--- src/rtl/cart_rom_ctrl_pkg.sv ---
// Shared types and constants for the cartridge ROM controller.
// Latency: none; this file holds only declarations and a pure helper function.
// Backpressure: none.
package scv_cart_pkg;

  localparam int          CART_ADDR_W   = 17;
  localparam int          CART_MIN_LOG2 = 13;
  localparam logic [7:0]  CART_PAD_BYTE = 8'hFF;

  typedef enum logic [2:0] {
    ST_EMPTY,
    ST_LOAD,
    ST_PAD,
    ST_SETTLE,
    ST_HOLD,
    ST_RUN
  } cart_state_t;

  // Last address of the smallest power-of-two image (at least 2^CART_MIN_LOG2
  // bytes) that contains byte address a. Smearing the top set bit downward
  // gives 2^k-1 with 2^k > a.
  function automatic logic [23:0] pad_end_of(input logic [23:0] a);
    logic [23:0] m;
    m = a;
    for (int i = 0; i < 5; i++) m = m | (m >> (1 << i));
    return m | 24'((1 << CART_MIN_LOG2) - 1);
  endfunction

endpackage

--- src/rtl/cart_rom_ctrl_if.sv ---
// Bundle of host download, ROM init, CPU, debug, ROM read and status signals.
// Latency: wires only.
// Backpressure: DL_WAIT stalls the host; DBG_REQ is held until DBG_ACK.
// Modports: slave = the controller, master = the surrounding system.
interface cart_rom_ctrl_if
  import scv_cart_pkg::*;
#(
  parameter int ADDR_W = CART_ADDR_W
);
  logic              DL_ACTIVE;
  logic              DL_WR;
  logic [23:0]       DL_ADDR;
  logic [7:0]        DL_DATA;
  logic              DL_WAIT;
  logic              INIT_SEL;
  logic [ADDR_W-1:0] INIT_ADDR;
  logic [7:0]        INIT_DATA;
  logic              INIT_VALID;
  logic [4:0]        SIZE_LOG2;
  logic [ADDR_W-1:0] CPU_A;
  logic              CPU_CSB;
  logic [7:0]        CPU_DB;
  logic              DBG_REQ;
  logic [ADDR_W-1:0] DBG_A;
  logic              DBG_ACK;
  logic [7:0]        DBG_DB;
  logic [ADDR_W-1:0] ROM_A;
  logic              ROM_CSB;
  logic [7:0]        ROM_DB;
  logic              SYS_RESET;
  logic              OVERSIZE;

  modport slave (
    input  DL_ACTIVE, DL_WR, DL_ADDR, DL_DATA, SIZE_LOG2,
           CPU_A, CPU_CSB, DBG_REQ, DBG_A, ROM_DB,
    output DL_WAIT, INIT_SEL, INIT_ADDR, INIT_DATA, INIT_VALID,
           CPU_DB, DBG_ACK, DBG_DB, ROM_A, ROM_CSB, SYS_RESET, OVERSIZE
  );

  modport master (
    output DL_ACTIVE, DL_WR, DL_ADDR, DL_DATA, SIZE_LOG2,
           CPU_A, CPU_CSB, DBG_REQ, DBG_A, ROM_DB,
    input  DL_WAIT, INIT_SEL, INIT_ADDR, INIT_DATA, INIT_VALID,
           CPU_DB, DBG_ACK, DBG_DB, ROM_A, ROM_CSB, SYS_RESET, OVERSIZE
  );
endinterface

--- src/rtl/cart_rom_ctrl_arb.sv ---
// Run-time ROM read arbiter: CPU (mirrored, priority) versus debug reader.
// Latency: ROM_A combinational; CPU_DB follows ROM by 1 cycle; DBG_ACK 1 cycle after grant.
// Backpressure: debug waits while CPU selects or an ACK is outstanding (max 1 read / 2 cycles).
// Ports: CLK/RST; run (RUN state), grant_en (debug grants allowed), load_mask + size_log2
// (mirror mask capture); CPU, debug and ROM read buses.
module cart_rom_arb
  import scv_cart_pkg::*;
#(
  parameter int ADDR_W = CART_ADDR_W
) (
  input  logic              CLK,
  input  logic              RST,
  input  logic              run,
  input  logic              grant_en,
  input  logic              load_mask,
  input  logic [4:0]        size_log2,
  input  logic [ADDR_W-1:0] cpu_a,
  input  logic              cpu_csb,
  output logic [7:0]        cpu_db,
  input  logic              dbg_req,
  input  logic [ADDR_W-1:0] dbg_a,
  output logic              dbg_ack,
  output logic [7:0]        dbg_db,
  output logic [ADDR_W-1:0] rom_a,
  output logic              rom_csb,
  input  logic [7:0]        rom_db
);
  logic [ADDR_W-1:0] mask_r;
  logic              ack_q;
  logic [7:0]        dbg_db_q;
  logic              cpu_sel;
  logic              dbg_grant;

  // A SIZE_LOG2 of 0 marks a non-power-of-2 image: no mirroring.
  function automatic logic [ADDR_W-1:0] size_mask(input logic [4:0] l);
    if (l == 5'd0 || int'(l) >= ADDR_W) return '1;
    return ADDR_W'((32'd1 << l) - 32'd1);
  endfunction

  assign cpu_sel   = run && !cpu_csb;
  // No grant during the ACK cycle, so the captured data is never overwritten.
  assign dbg_grant = grant_en && cpu_csb && dbg_req && !ack_q;
  assign rom_csb   = !(cpu_sel || dbg_grant);
  assign rom_a     = cpu_sel   ? (cpu_a & mask_r) :
                     dbg_grant ? dbg_a : '0;
  assign cpu_db    = RST ? 8'h00 : (run ? rom_db : 8'hFF);
  assign dbg_ack   = ack_q;
  // Live ROM data in the ACK cycle, held value afterwards.
  assign dbg_db    = ack_q ? rom_db : dbg_db_q;

  always_ff @(posedge CLK) begin
    if (RST) begin
      mask_r   <= '1;
      ack_q    <= 1'b0;
      dbg_db_q <= 8'h00;
    end else begin
      ack_q <= dbg_grant;
      if (ack_q)     dbg_db_q <= rom_db;
      if (load_mask) mask_r   <= size_mask(size_log2);
    end
  end
endmodule

--- src/rtl/cart_rom_ctrl.sv ---
// Cartridge ROM load sequencer: download -> ROM init writes, system reset hold, then shared reads.
// Latency: INIT_VALID 1 cycle after DL_WR; SYS_RESET drops RESET_HOLD+2 cycles after INIT_SEL falls.
// Backpressure: DL_WAIT high in PAD/SETTLE/HOLD (DL_WR ignored); LOAD takes 1 byte/cycle.
// Optional feature macro: CART_PAD_FILL_EN (pads the image with PAD_BYTE up to a power of two).
// Ports: CLK, RST (sync, active-high), bus (cart_rom_ctrl_if.slave).
module cart_rom_ctrl
  import scv_cart_pkg::*;
#(
  parameter int ADDR_W     = CART_ADDR_W,
  parameter int RESET_HOLD = 16
`ifdef CART_PAD_FILL_EN
  , parameter logic [7:0] PAD_BYTE = CART_PAD_BYTE
`endif
) (
  input  logic            CLK,
  input  logic            RST,
  cart_rom_ctrl_if.slave  bus
);
  cart_state_t       state_q, state_d;
  logic [15:0]       cnt_q;
  logic              dl_active_q;
  logic              dl_rise;
  logic              oob;
  logic              wr_ok;
  logic              wr_oob;
  logic [ADDR_W-1:0] wr_addr;
  logic [ADDR_W-1:0] max_addr_q;
  logic              wrote_q;
  logic              oversize_q;
  logic              init_valid_q;
  logic [ADDR_W-1:0] init_addr_q;
  logic [7:0]        init_data_q;
  logic              settle_done;
  logic              hold_done;
`ifdef CART_PAD_FILL_EN
  logic [ADDR_W-1:0] pad_q;
  logic [ADDR_W-1:0] pad_end;

  assign pad_end = ADDR_W'(pad_end_of(24'(max_addr_q)));
`endif

  assign dl_rise     = bus.DL_ACTIVE & ~dl_active_q;
  assign oob         = |bus.DL_ADDR[23:ADDR_W];
  assign wr_addr     = bus.DL_ADDR[ADDR_W-1:0];
  assign wr_ok       = (state_q == ST_LOAD) && bus.DL_ACTIVE && bus.DL_WR && !oob;
  assign wr_oob      = (state_q == ST_LOAD) && bus.DL_ACTIVE && bus.DL_WR && oob;
  // SIZE_LOG2 is only valid on the second SETTLE cycle.
  assign settle_done = (state_q == ST_SETTLE) && (cnt_q == 16'd1);
  assign hold_done   = (state_q == ST_HOLD) && (cnt_q == 16'(RESET_HOLD - 1));

  // Sampled even during reset so a download still active across RST is not
  // seen as a fresh rising edge afterwards.
  always_ff @(posedge CLK) dl_active_q <= bus.DL_ACTIVE;

  always_comb begin
    state_d = state_q;
    case (state_q)
      ST_EMPTY: if (dl_rise) state_d = ST_LOAD;
      ST_LOAD: begin
        // Any INIT_VALID from the last byte is on the bus this cycle, so
        // leaving now still lets it land with INIT_SEL high.
        if (!bus.DL_ACTIVE) begin
          if (!wrote_q) state_d = ST_EMPTY;
`ifdef CART_PAD_FILL_EN
          else          state_d = ST_PAD;
`else
          else          state_d = ST_SETTLE;
`endif
        end
      end
`ifdef CART_PAD_FILL_EN
      ST_PAD:    if (pad_q == pad_end) state_d = ST_SETTLE;
`else
      ST_PAD:    state_d = ST_SETTLE;
`endif
      ST_SETTLE: if (settle_done) state_d = ST_HOLD;
      ST_HOLD: begin
        if (dl_rise)        state_d = ST_LOAD;
        else if (hold_done) state_d = ST_RUN;
      end
      ST_RUN:   if (dl_rise) state_d = ST_LOAD;
      default:  state_d = ST_EMPTY;
    endcase
  end

  always_ff @(posedge CLK) begin
    if (RST) begin
      state_q      <= ST_EMPTY;
      cnt_q        <= 16'd0;
      max_addr_q   <= '0;
      wrote_q      <= 1'b0;
      oversize_q   <= 1'b0;
      init_valid_q <= 1'b0;
      init_addr_q  <= '0;
      init_data_q  <= 8'h00;
`ifdef CART_PAD_FILL_EN
      pad_q        <= '0;
`endif
    end else begin
      state_q      <= state_d;
      cnt_q        <= (state_d != state_q) ? 16'd0 : cnt_q + 16'd1;
      init_valid_q <= 1'b0;
      if (dl_rise && state_d == ST_LOAD) begin
        oversize_q <= 1'b0;
        max_addr_q <= '0;
        wrote_q    <= 1'b0;
      end
      if (wr_ok) begin
        init_valid_q <= 1'b1;
        init_addr_q  <= wr_addr;
        init_data_q  <= bus.DL_DATA;
        wrote_q      <= 1'b1;
        if (wr_addr > max_addr_q) max_addr_q <= wr_addr;
      end
      if (wr_oob) oversize_q <= 1'b1;
`ifdef CART_PAD_FILL_EN
      // pad_q is the last address already written; each PAD cycle writes the next one.
      if (state_q == ST_LOAD && state_d == ST_PAD) begin
        pad_q <= max_addr_q;
      end else if (state_q == ST_PAD && pad_q != pad_end) begin
        pad_q        <= pad_q + 1'b1;
        init_valid_q <= 1'b1;
        init_addr_q  <= pad_q + 1'b1;
        init_data_q  <= PAD_BYTE;
      end
`endif
    end
  end

  assign bus.DL_WAIT    = (state_q == ST_PAD) || (state_q == ST_SETTLE) || (state_q == ST_HOLD);
  assign bus.INIT_SEL   = (state_q == ST_LOAD) || (state_q == ST_PAD);
  assign bus.INIT_VALID = init_valid_q;
  assign bus.INIT_ADDR  = init_addr_q;
  assign bus.INIT_DATA  = init_data_q;
  assign bus.SYS_RESET  = (state_q != ST_RUN);
  assign bus.OVERSIZE   = oversize_q;

  cart_rom_arb #(.ADDR_W(ADDR_W)) u_arb (
    .CLK       (CLK),
    .RST       (RST),
    .run       (state_q == ST_RUN),
    .grant_en  ((state_q == ST_RUN) && !dl_rise),
    .load_mask (settle_done),
    .size_log2 (bus.SIZE_LOG2),
    .cpu_a     (bus.CPU_A),
    .cpu_csb   (bus.CPU_CSB),
    .cpu_db    (bus.CPU_DB),
    .dbg_req   (bus.DBG_REQ),
    .dbg_a     (bus.DBG_A),
    .dbg_ack   (bus.DBG_ACK),
    .dbg_db    (bus.DBG_DB),
    .rom_a     (bus.ROM_A),
    .rom_csb   (bus.ROM_CSB),
    .rom_db    (bus.ROM_DB)
  );
endmodule
--- src/flat_wrapper.sv ---
// flat-port wrapper written by rule: the top's interface ports become plain ports
module cart_rom_ctrl_flat import scv_cart_pkg::*;
#(
  parameter int ADDR_W     = CART_ADDR_W,
  parameter int RESET_HOLD = 16

)
  (CLK, RST, bus_DL_ACTIVE, bus_DL_WR, bus_DL_ADDR, bus_DL_DATA, bus_SIZE_LOG2, bus_CPU_A, bus_CPU_CSB, bus_DBG_REQ, bus_DBG_A, bus_ROM_DB, bus_DL_WAIT, bus_INIT_SEL, bus_INIT_ADDR, bus_INIT_DATA, bus_INIT_VALID, bus_CPU_DB, bus_DBG_ACK, bus_DBG_DB, bus_ROM_A, bus_ROM_CSB, bus_SYS_RESET, bus_OVERSIZE);
  cart_rom_ctrl_if #(.ADDR_W(ADDR_W)) bus_i ();
  input  logic CLK;
  input  logic RST;
  input wire logic [$bits(bus_i.DL_ACTIVE)-1:0] bus_DL_ACTIVE;
  input wire logic [$bits(bus_i.DL_WR)-1:0] bus_DL_WR;
  input wire logic [$bits(bus_i.DL_ADDR)-1:0] bus_DL_ADDR;
  input wire logic [$bits(bus_i.DL_DATA)-1:0] bus_DL_DATA;
  input wire logic [$bits(bus_i.SIZE_LOG2)-1:0] bus_SIZE_LOG2;
  input wire logic [$bits(bus_i.CPU_A)-1:0] bus_CPU_A;
  input wire logic [$bits(bus_i.CPU_CSB)-1:0] bus_CPU_CSB;
  input wire logic [$bits(bus_i.DBG_REQ)-1:0] bus_DBG_REQ;
  input wire logic [$bits(bus_i.DBG_A)-1:0] bus_DBG_A;
  input wire logic [$bits(bus_i.ROM_DB)-1:0] bus_ROM_DB;
  output wire logic [$bits(bus_i.DL_WAIT)-1:0] bus_DL_WAIT;
  output wire logic [$bits(bus_i.INIT_SEL)-1:0] bus_INIT_SEL;
  output wire logic [$bits(bus_i.INIT_ADDR)-1:0] bus_INIT_ADDR;
  output wire logic [$bits(bus_i.INIT_DATA)-1:0] bus_INIT_DATA;
  output wire logic [$bits(bus_i.INIT_VALID)-1:0] bus_INIT_VALID;
  output wire logic [$bits(bus_i.CPU_DB)-1:0] bus_CPU_DB;
  output wire logic [$bits(bus_i.DBG_ACK)-1:0] bus_DBG_ACK;
  output wire logic [$bits(bus_i.DBG_DB)-1:0] bus_DBG_DB;
  output wire logic [$bits(bus_i.ROM_A)-1:0] bus_ROM_A;
  output wire logic [$bits(bus_i.ROM_CSB)-1:0] bus_ROM_CSB;
  output wire logic [$bits(bus_i.SYS_RESET)-1:0] bus_SYS_RESET;
  output wire logic [$bits(bus_i.OVERSIZE)-1:0] bus_OVERSIZE;
  assign bus_i.DL_ACTIVE = bus_DL_ACTIVE;
  assign bus_i.DL_WR = bus_DL_WR;
  assign bus_i.DL_ADDR = bus_DL_ADDR;
  assign bus_i.DL_DATA = bus_DL_DATA;
  assign bus_i.SIZE_LOG2 = bus_SIZE_LOG2;
  assign bus_i.CPU_A = bus_CPU_A;
  assign bus_i.CPU_CSB = bus_CPU_CSB;
  assign bus_i.DBG_REQ = bus_DBG_REQ;
  assign bus_i.DBG_A = bus_DBG_A;
  assign bus_i.ROM_DB = bus_ROM_DB;
  assign bus_DL_WAIT = bus_i.DL_WAIT;
  assign bus_INIT_SEL = bus_i.INIT_SEL;
  assign bus_INIT_ADDR = bus_i.INIT_ADDR;
  assign bus_INIT_DATA = bus_i.INIT_DATA;
  assign bus_INIT_VALID = bus_i.INIT_VALID;
  assign bus_CPU_DB = bus_i.CPU_DB;
  assign bus_DBG_ACK = bus_i.DBG_ACK;
  assign bus_DBG_DB = bus_i.DBG_DB;
  assign bus_ROM_A = bus_i.ROM_A;
  assign bus_ROM_CSB = bus_i.ROM_CSB;
  assign bus_SYS_RESET = bus_i.SYS_RESET;
  assign bus_OVERSIZE = bus_i.OVERSIZE;
  cart_rom_ctrl #(.ADDR_W(ADDR_W), .RESET_HOLD(RESET_HOLD)) u_core (.CLK(CLK), .RST(RST), .bus(bus_i));
endmodule
--- config.mk ---
export PLATFORM = sky130hd
export DESIGN_NAME = cart_rom_ctrl_flat
export DESIGN_NICKNAME = d
export VERILOG_FILES = /design/src/rtl/cart_rom_ctrl_pkg.sv /design/src/rtl/cart_rom_ctrl_if.sv /design/src/rtl/cart_rom_ctrl_arb.sv /design/src/rtl/cart_rom_ctrl.sv /design/src/flat_wrapper.sv
export SDC_FILE = /design/constraint.sdc
export NUM_CORES = 1
export LEC_CHECK = 0
export BUFFER_PORTS_ARGS = -buffer_cell sky130_fd_sc_hd__buf_2
export CAP_MARGIN = 20
export CORE_ASPECT_RATIO = 1.25
export CORE_UTILIZATION = 53
export CTS_BUF_LIST = sky130_fd_sc_hd__clkbuf_8
export DETAILED_ROUTE_END_ITERATION = 6
export PLACE_DENSITY_LB_ADDON = 0.05
export SLEW_MARGIN = 10
export SYNTH_ARGS = -nofsm -noshare
export SYNTH_HDL_FRONTEND = slang
export SYNTH_SLANG_ARGS = --single-unit
--- constraint.sdc ---
create_clock -name CLK -period 3.9 [get_ports CLK]
set_input_delay 0.39 -clock CLK [delete_from_list [all_inputs] [get_ports CLK]]
set_output_delay 0.39 -clock CLK [all_outputs]
set_load 0.02 [all_outputs]
==> flow_summary_export.csv, run 1 <==
group,metric,value,unit
run_status,status,"finished, final reports clean",
setup_path,worst_path_dominant_cell_family,"simple AND/OR/NAND/NOR gates",
routing,drt-pass1-iter-count,4,
synthesis,synth_cells,430,
synthesis,synth.distinct_cells,46,
synthesis,ys_ff_latch,74,
power,p_leak,1.92,nW
floorplan,start_util,0.562,
floorplan,die_width,75.0,microns
clocking,cts_buffers,9,
placed_design,io_buffers,149,
cells_and_area,nFillCells,539,
floorplan,die_y,93.3,microns
floorplan,num_io_pins,150,
clocking,clockBufferDepth,2,
synthesis,synth_compound_gate_area_share,0.182,
setup_path,required,4.09,ns
routing,wl_per_cell,13.1,microns
timing,max_slew_margin,0.329,
synthesis,synth_top_area_frac,0.419,
synthesis,syn-cell-area,0.00353,sq mm
synthesis,ys_seq_area_frac,0.419,
synthesis,muxShareOfSynthArea,0.0255,
cells_and_area,fin_area,0.00444,sq mm
power,max-vdd-ir-drop,188,uV
setup_path,path_cells,"or4bb_1 -> nor4_4 -> nand3b_1 -> nor2b_1 -> a31oi_1",
timing,skew,0.0112,ns
setup_path,critical_path_depth,5,
timing,min_period,2.54,ns
placed_design,place_area,0.00426,sq mm
setup_path,r2r-start,"u_core.state_q[0]",
global_route,first_global_vias,3122,
setup_path,path_buf_inv,0,
cells_and_area,area_growth,25.6,%
synthesis,synth_edf_count,0,
global_route,grt_usage,0.250,
synthesis,yosysTopAreaCell,"dfxtp_1",
clocking,clk_latency,0.34,ns
worst_hold_path,hold_class,"primary input to register",
routing,drc,0,
clocking,clk_pin_slew,0.08,ns
floorplan,fp.coreArea,0.00629,sq mm
synthesis,synthSimpleGateAreaFrac,0.275,
synthesis,async_flop_share,0,
worst_hold_path,min_from,"bus_DL_ACTIVE",
cells_and_area,final_core_util,0.706,
global_route,overflow,0,
global_route,grt_max_degree,52,
clocking,cts_sinks,74,
timing,max_freq,393,MHz
clocking,tritoncts,"built",
setup_path,r2r_setup_slack,1.36,ns
setup_path,path_class,"register to register",
synthesis,synth_area_leaders,"dfxtp_1 (42%), nand2_1 (7.1%), a21oi_1 (5.9%)",
setup_path,arrival,2.73,ns
cells_and_area,drive_above_1_share,0.328,
routing,drt_first_iter_violations,143,
global_route,antenna_found_initial,0,
clocking,root_buffer,"clkbuf_8",
placed_design,dpl.hpwl,6090,microns
setup_path,r2r_end,"u_core.u_arb.mask_r[8]",
power,power,1.42,mW
timing,slew_viol_final,0,
synthesis,synth.most_common_cell,"dfxtp_1",
synthesis,synth_adder_area_share,0.0106,
routing,antenna_left,0,
synthesis,synthTopCellsByCount,"dfxtp_1 (74), nand2_1 (67), nor2_1 (47)",
clocking,ctsHoldBuffers,0,
timing,hold_viol,0,
setup_path,cp_slowest_cell,"nor2b_1",
synthesis,synth_top_family_by_area,"simple AND/OR/NAND/NOR gates",
setup_path,start_kind,"register",
synthesis,yosys.area_share.xor_xnor,0.0421,
routing,via_per_inst,5.36,
floorplan,dieArea,0.00700,sq mm
routing,drt_wl_total,8490,microns
setup_path,crit_fanout,12,
cells_and_area,diodes,0,
setup_path,cp-end-kind,"register",
timing,setup_viol,0,
timing,finalSetupTns,0,ns
worst_hold_path,hold_end,"u_core.dl_active_q",
clocking,htree_levels,3,
cells_and_area,nNetsFinal,647,
timing,rsz0062_at_grt,"false",
synthesis,synth_fp_nets,518,
timing,finalHoldWorstSlack,0.217,ns
placed_design,gp_congestion,0.848,
setup_path,max_stage_delay,0.59,ns
synthesis,yosysWarnings,0,
power,power.density,319,mW/mm^2
timing,tightest_slew,1.01,ns
clocking,cts-resized-gates,0,
synthesis,synth_flop_cell,"dfxtp_1",
routing,vias,3477,
setup_path,worst_r2r_path_depth,5,
job,max_cap_violations,0,
floorplan,num_rows,32,
global_route,grt_pass1_wl,13600,microns
timing,finalCritPeriodShare,0.652,
worst_hold_path,holdPathStages,1,
synthesis,avgSynthCellArea,8.22,sq um
clocking,post_cts_buffers,0,
==> layout make-up <==
class                      instances  area (sq um)  share of cell area
inverter                           5          18.8             0.00423
timing repair buffer             151           761               0.171
clock inverter                     7          53.8              0.0121
multi-input combinational        318          1890               0.427
clock buffer                       9           124              0.0279
tap                               85           106              0.0240
sequential                        74          1480               0.334
==> per-stage QoR <==
step / std cells / worst slack, ns
finish: 649 / 1.36
floorplan: 430 / 1.68
detailed placement: 633 / 1.31
CTS: 649 / 1.34
global placement: 633 / 1.38
global route: 649 / 1.10
==> power by group <==
| part | total [mW] | switching (mW) | leakage, nW | internal, mW |
|---|---|---|---|---|
| registers | 0.762 | 0.00411 | 0.597 | 0.758 |
| logic | 0.121 | 0.0693 | 1.22 | 0.0522 |
| clock network | 0.533 | 0.296 | 0.0939 | 0.236 |
| total | 1.42 | 0.370 | 1.92 | 1.05 |
==> sequential cells by signal, summed over array words and instances (netlist names) <==
signal / count
u_core.bus.INIT_VALID: 1
u_core.u_arb.dbg_ack: 1
u_core.bus.OVERSIZE: 1
u_core.dl_active_q: 1
u_core.wrote_q: 1
u_core.bus.INIT_ADDR: 17
u_core.state_q: 3
u_core.u_arb.dbg_db_q: 8
u_core.u_arb.mask_r: 17
u_core.cnt_q: 16
u_core.bus.INIT_DATA: 8
==> how the worst max path moves through the flow <==
stage	start	end	slack, ns
floorplan	u_core.u_arb.dbg_ack	bus_ROM_A[10]	1.68
global placement	bus_DL_ADDR[19]	u_core.wrote_q	1.38
detailed placement	bus_SIZE_LOG2[1]	u_core.u_arb.mask_r[10]	1.31
CTS	u_core.state_q[0]	u_core.u_arb.mask_r[8]	1.34
global route	u_core.state_q[0]	u_core.u_arb.mask_r[8]	1.10
finish	u_core.state_q[0]	u_core.u_arb.mask_r[8]	1.36
==> cell usage in the layout, fill, tap and decap left out, types with 5 or more instances in the layout <==
cell type | netlist | layout
clkbuf_8 | 0 | 9
o21ai_0 | 12 | 12
nand3_1 | 12 | 12
buf_2 | 6 | 149
nand4_1 | 6 | 6
nand2_1 | 67 | 67
nor4_1 | 15 | 15
a21oi_1 | 42 | 42
dfxtp_1 | 74 | 74
a32o_1 | 17 | 17
inv_1 | 5 | 5
nor2_1 | 47 | 47
xor2_1 | 11 | 11
nor3_1 | 6 | 6
mux2_2 | 8 | 8
xnor2_1 | 6 | 6
nor2b_1 | 16 | 15
==> per-layer routing <==
metal | GRT usage | share of wire | vias to the layer above
li1 | - | - | 1779
met4 | 0.105 | 0.011 | 0
met3 | 0.0668 | 0.051 | 8
met2 | 0.419 | 0.51 | 106
met5 | 0 | 0 | -
met1 | 0.294 | 0.43 | 1584
==> cell families after synthesis <==
family,count (synthesis)
AOI/OAI and AO/OA,96
xor gates and xnor gates,17
adders and majority gates,3
buffers and inverters,38
DFF,74
muxes,8
and+or+nand+nor,194
Note: power is estimated with default switching activity, not from simulation.
==> run 2, diff against run 1 <==
- CORE_UTILIZATION: 53 -> 45
- clock period: 3.9 -> 2.2 ns (I/O delays scaled with it)
==> run 2 against run 1 <==
Effect of this change:
- non-clock buffer count up 42
- clock skew grew 0.0026 ns
- fmax up 22%
- global-route usage down 1.3 points
- critical endpoint is now u_core.cnt_q[12]
==> flow_summary_export.csv, run 2 (synthesis gave the netlist of run 1 again) <==
group,metric,value,unit
routing,drt_wl_total,9480,microns
clocking,ctsHoldBuffers,0,
global_route,grt_usage,0.237,
power,power.density,559,mW/mm^2
setup_path,cp-end-kind,"register",
floorplan,fp.coreArea,0.00749,sq mm
global_route,first_global_vias,3379,
cells_and_area,drive_above_1_share,0.383,
worst_hold_path,min_from,"bus_DL_ADDR[9]",
routing,met1_length,3950,microns
setup_path,worst_r2r_path_depth,7,
cells_and_area,fin_area,0.00489,sq mm
clocking,root_buffer,"clkbuf_8",
floorplan,start_util,0.472,
timing,hold_viol,0,
global_route,overflow,0,
routing,top_layer_used,"met5",
clocking,clk_pin_slew,0.09,ns
worst_hold_path,holdPathStages,3,
routing,drt-pass1-iter-count,4,
power,p_leak,2.16,nW
power,p_sw,695,uW
setup_path,worst_path_dominant_cell_family,"simple AND/OR/NAND/NOR gates",
power,p_seq_frac,0.493,
placed_design,dpl.hpwl,6860,microns
placed_design,dp.cells,677,
timing,max_slew_margin,0.635,
global_route,antenna_found_initial,1,
power,p_int,2.04,mW
power,power_frac_comb,0.096,
timing,skew,0.0138,ns
floorplan,die_y,101,microns
clocking,clk_latency,0.36,ns
placed_design,place_area,0.00461,sq mm
setup_path,path_class,"register to register",
setup_path,arrival,2.35,ns
setup_path,required,2.46,ns
floorplan,die_width,81.3,microns
timing,slew_viol_final,0,
power,clock_power_share,0.410,
power,power.share.switching,0.254,
cells_and_area,diodes,0,
power,max-vdd-ir-drop,334,uV
global_route,grt_max_degree,49,
setup_path,r2r-start,"u_core.cnt_q[10]",
routing,drc,0,
cells_and_area,nNetsFinal,689,
routing,via_per_inst,5.20,
setup_path,path_buf_inv,2,
floorplan,num_rows,35,
routing,drt_first_iter_violations,113,
clocking,htree_levels,3,
placed_design,io_buffers,149,
routing,antenna_left,0,
cells_and_area,final_core_util,0.653,
cells_and_area,mostFrequentLayoutCells,"buf_2 (149), dfxtp_1 (74), nand2_1 (67), nor2_1 (45), a21oi_1 (42)",
timing,setup_viol,0,
setup_path,cp_slowest_cell,"or4_4",
worst_hold_path,hold_end,"u_core.bus.INIT_ADDR[9]",
cells_and_area,area_growth,38.3,%
setup_path,start_kind,"register",
cells_and_area,fin_cells,698,
floorplan,dieArea,0.00821,sq mm
setup_path,crit_fanout,14,
job,max_cap_violations,0,
setup_path,r2r_setup_slack,0.11,ns
timing,max_freq,479,MHz
floorplan,num_io_pins,150,
setup_path,max_stage_delay,0.57,ns
timing,rsz0062_at_grt,"true",
clocking,clockBufferDepth,2,
clocking,cts_buffers,9,
worst_hold_path,hold_class,"primary input to register",
routing,vias,3631,
placed_design,gp_congestion,0.821,
clocking,tritoncts,"built",
routing,wl_met3,494,microns
clocking,cts_sinks,74,
setup_path,path_cells,"or4_4 -> nor4_4 -> buf_4 -> o22a_4 -> a21oi_2 -> buf_12 -> nor4_2",
setup_path,r2r_end,"u_core.cnt_q[12]",
global_route,grt_pass1_wl,15100,microns
run_status,status,"finished, final reports clean",
routing,wl_met2,4890,microns
timing,tightest_slew,0.543,ns
timing,finalCritPeriodShare,0.949,
timing,min_period,2.09,ns
routing,wl_per_cell,13.6,microns
cells_and_area,mostFrequentLayoutCell,"buf_2",
power,power,2.73,mW
==> run 2: changes by cell type in the layout (fill, tap and decap cells not counted), moves of 2 or more <==
cell      change
nor2_1        -2
buf_4        +35
clkinv_2      -2
buf_12        +5
nor2_4        +2
==> run 2: routing by layer <==
| layer | global-route usage | vias to the layer above |
|---|---|---|
| met5 | 0 | - |
| met4 | 0.0948 | 2 |
| met3 | 0.0633 | 11 |
| met2 | 0.410 | 93 |
| met1 | 0.270 | 1661 |
| li1 | - | 1864 |
==> run 2: layout make-up <==
type	instances	area (sq um)
multi-input cells	318	1920
fillers	683	2600
repair buffers	193	1140
flip-flops and latches	74	1480
inverters	5	18.8
clock inverters	6	72.6
clock buffers	10	138
well taps	92	115
==> run 2: worst max path at each step <==
stage,startpoint,endpoint,slack (ns),cells after the start
after floorplan,u_core.cnt_q[11],u_core.cnt_q[6],0.14,7
after CTS,u_core.cnt_q[9],u_core.u_arb.mask_r[11],0.04,6
after global placement,bus_DL_ACTIVE,bus_ROM_A[0],-0.05,7
final,u_core.cnt_q[10],u_core.cnt_q[12],0.11,7
after global routing,u_core.cnt_q[10],u_core.u_arb.mask_r[9],-0.03,7
after detailed placement,bus_DL_ACTIVE,bus_ROM_A[1],-0.14,7
==> run 2: power by group through the flow <==
stage | Combinational, mW | Clock (mW) | Sequential [mW]
2_1_floorplan | 0.120 | 0 | 1.38
3_3_place_gp | 0.257 | 0 | 1.38
3_5_place_dp | 0.262 | 0 | 1.38
4_1_cts | 0.263 | 1.15 | 1.35
5_1_grt | 0.291 | 1.21 | 1.35
6_report | 0.263 | 1.12 | 1.35
==> run 2: through the flow <==
step	hold WS (ns)	setup WS, ns	setup TNS [ns]
3_5_place_dp	0.444	-0.138	-2.05
3_3_place_gp	0.439	-0.0540	-0.859
6_report	0.0885	0.112	0
2_1_floorplan	0.248	0.143	0
5_1_grt	0.0747	-0.0330	-0.119
4_1_cts	0.0757	0.0423	0
==> run 2: repair_timing <==
action,in CTS,in global routing
setup buffers,0,4
setup endpoints to repair,17,33
pin swaps,0,3
resized for setup,2,7
gates cloned,0,1
==> run 2: worst register-to-register path, delay by kind of cell, from the launching register on <==
| family | cells | cell delay, ns |
|---|---|---|
| flip-flops | 1 | 0.32 |
| buffers and inverters | 2 | 0.32 |
| AO/OA/AOI/OAI | 2 | 0.20 |
| AND/OR/NAND/NOR | 3 | 1.15 |
==> run 3, diff against run 2 <==
- CORE_UTILIZATION: 45 -> 30
==> run 3 against run 2 <==
Effect of this change:
- sequential power about the same
- via count up 1.1%
- clock power down 4%
- power down 1.6%
- non-clock buffer count up 3
- routed wire length up 7.0%
- largest cell class unchanged
- highest routed layer is now met4
==> flow_summary_export.csv, run 3 (synthesis gave the netlist of run 1 again) <==
group,metric,value,unit
power,p_int,1.99,mW
floorplan,dieArea,0.0122,sq mm
timing,min_period,2.14,ns
setup_path,path_class,"register to register",
power,p_leak,2.18,nW
clocking,cts_sinks,74,
worst_hold_path,hold_class,"primary input to register",
setup_path,crit_fanout,8,
clocking,tritoncts,"built",
cells_and_area,seqCellArea,0.00148,sq mm
global_route,grt_usage,0.164,
global_route,grt_pass1_wl,15900,microns
cells_and_area,area_growth,42.5,%
setup_path,required,2.46,ns
power,p_sw,700,uW
clocking,htree_levels,3,
setup_path,cp-end-kind,"register",
setup_path,start_kind,"register",
timing,finalCritPeriodShare,0.972,
clocking,clockBufferDepth,2,
floorplan,fp.coreArea,0.0113,sq mm
setup_path,arrival,2.40,ns
floorplan,die_width,99.1,microns
routing,drt_wl_total,10100,microns
timing,setup_viol,0,
floorplan,start_util,0.313,
global_route,antenna_found_initial,0,
global_route,use_met1,0.196,
timing,max_slew_margin,0.647,
power,power_frac_comb,0.099,
global_route,use_met3,0.0283,
clocking,ctsHoldBuffers,0,
run_status,status,"finished, final reports clean",
global_route,use_met2,0.283,
routing,vias,3670,
routing,wl_per_cell,13.6,microns
cells_and_area,mostFrequentLayoutCell,"buf_2",
timing,slew_viol_final,0,
routing,drc,0,
cells_and_area,mostFrequentLayoutCells,"buf_2 (149), dfxtp_1 (72), nand2_1 (67), nor2_1 (45), a21oi_1 (41)",
cells_and_area,nNetsFinal,692,
global_route,grt.busiest_layer,"met2",
clocking,root_buffer,"clkbuf_8",
timing,tightest_slew,0.524,ns
cells_and_area,nFillCells,1172,
clocking,clk_latency,0.36,ns
cells_and_area,drive_above_1_share,0.404,
placed_design,io_buffers,149,
cells_and_area,fin_area,0.00503,sq mm
timing,rsz0062_at_grt,"true",
power,p_seq_frac,0.501,
timing,skew,0.00934,ns
global_route,first_global_vias,3376,
timing,max_freq,468,MHz
power,power.share.switching,0.261,
power,power.density,534,mW/mm^2
placed_design,dpl.hpwl,7290,microns
cells_and_area,diodes,0,
routing,drt-pass1-iter-count,4,
global_route,overflow,0,
placed_design,place_area,0.00465,sq mm
routing,antenna_left,0,
power,clock_power_share,0.399,
power,max-vdd-ir-drop,328,uV
routing,drt_first_iter_violations,63,
timing,hold_viol,0,
floorplan,die_y,123,microns
cells_and_area,multiInputGateArea,0.00201,sq mm
job,max_cap_violations,0,
clocking,clk_pin_slew,0.08,ns
floorplan,num_rows,43,
placed_design,gp_congestion,0.852,
timing,finalSetupTns,0,ns
clocking,cts_buffers,9,
global_route,grt_max_degree,49,
floorplan,num_io_pins,150,
routing,via_per_inst,4.93,
run 3: power groups by stage:
stage,sequential [mW],clock (mW),combinational (mW)
floorplan,1.38,0,0.120
CTS,1.35,1.11,0.258
global placement,1.38,0,0.256
detailed placement,1.38,0,0.257
global route,1.35,1.16,0.293
finish,1.35,1.07,0.268
run 3: path summary, 6_finish.rpt:
check,from,to,slack (ns),depth (start not counted)
worst max-delay path,u_core.cnt_q[10],u_core.cnt_q[13],0.06,7
worst min-delay path,bus_DL_ACTIVE,u_core.dl_active_q,0.08,2
worst max register to register,u_core.cnt_q[10],u_core.cnt_q[13],0.06,7
worst min register to register,u_core.bus.INIT_DATA[2],u_core.bus.INIT_DATA[2],0.45,2
run 3: layout make-up:
cell class                 instances  area share
multi-input combinational        318       0.399
inverter                           5     0.00373
timing repair buffer             196       0.230
clock buffer                       9      0.0246
clock inverter                     7      0.0142
sequential                        74       0.295
tap                              135      0.0335
run 3: what timing repair did:
action | in CTS | in global routing
endpoints found under the setup margin | 17 | 36
pin swaps | 0 | 5
resized for setup | 2 | 26
buffers inserted | 0 | 4
cloned | 0 | 2
run 3: layer usage:
metal  wire (microns)  vias to the layer above  part of all wire
met3              475                       14             0.047
met2             4980                      101              0.49
met5                0                        -                 0
met4              206                        0             0.020
li1                 -                     1867                 -
met1             4490                     1688              0.44
run 3: stage by stage:
step | setup WS, ns | cells | power, mW | hold slack [ns] | util
after global routing | -0.0308 | 744 | 2.80 | 0.0770 | 0.446
after floorplan | 0.143 | 430 | 1.50 | 0.248 | -
after global placement | -0.0888 | 722 | 1.63 | 0.439 | 0.412
after CTS | 0.0146 | 738 | 2.72 | 0.0654 | 0.430
after detailed placement | -0.223 | 722 | 1.64 | 0.446 | 0.412
final | 0.0627 | 744 | 2.69 | 0.0843 | 0.446
run 3: critical path, cell delays in order, from the launching register on:
cell     delay [ns]
dfxtp_2        0.32
or4_4          0.56
nor4_4         0.32
buf_4          0.16
o22a_4         0.16
a21oi_2        0.06
buf_4          0.18
nor4_2         0.27
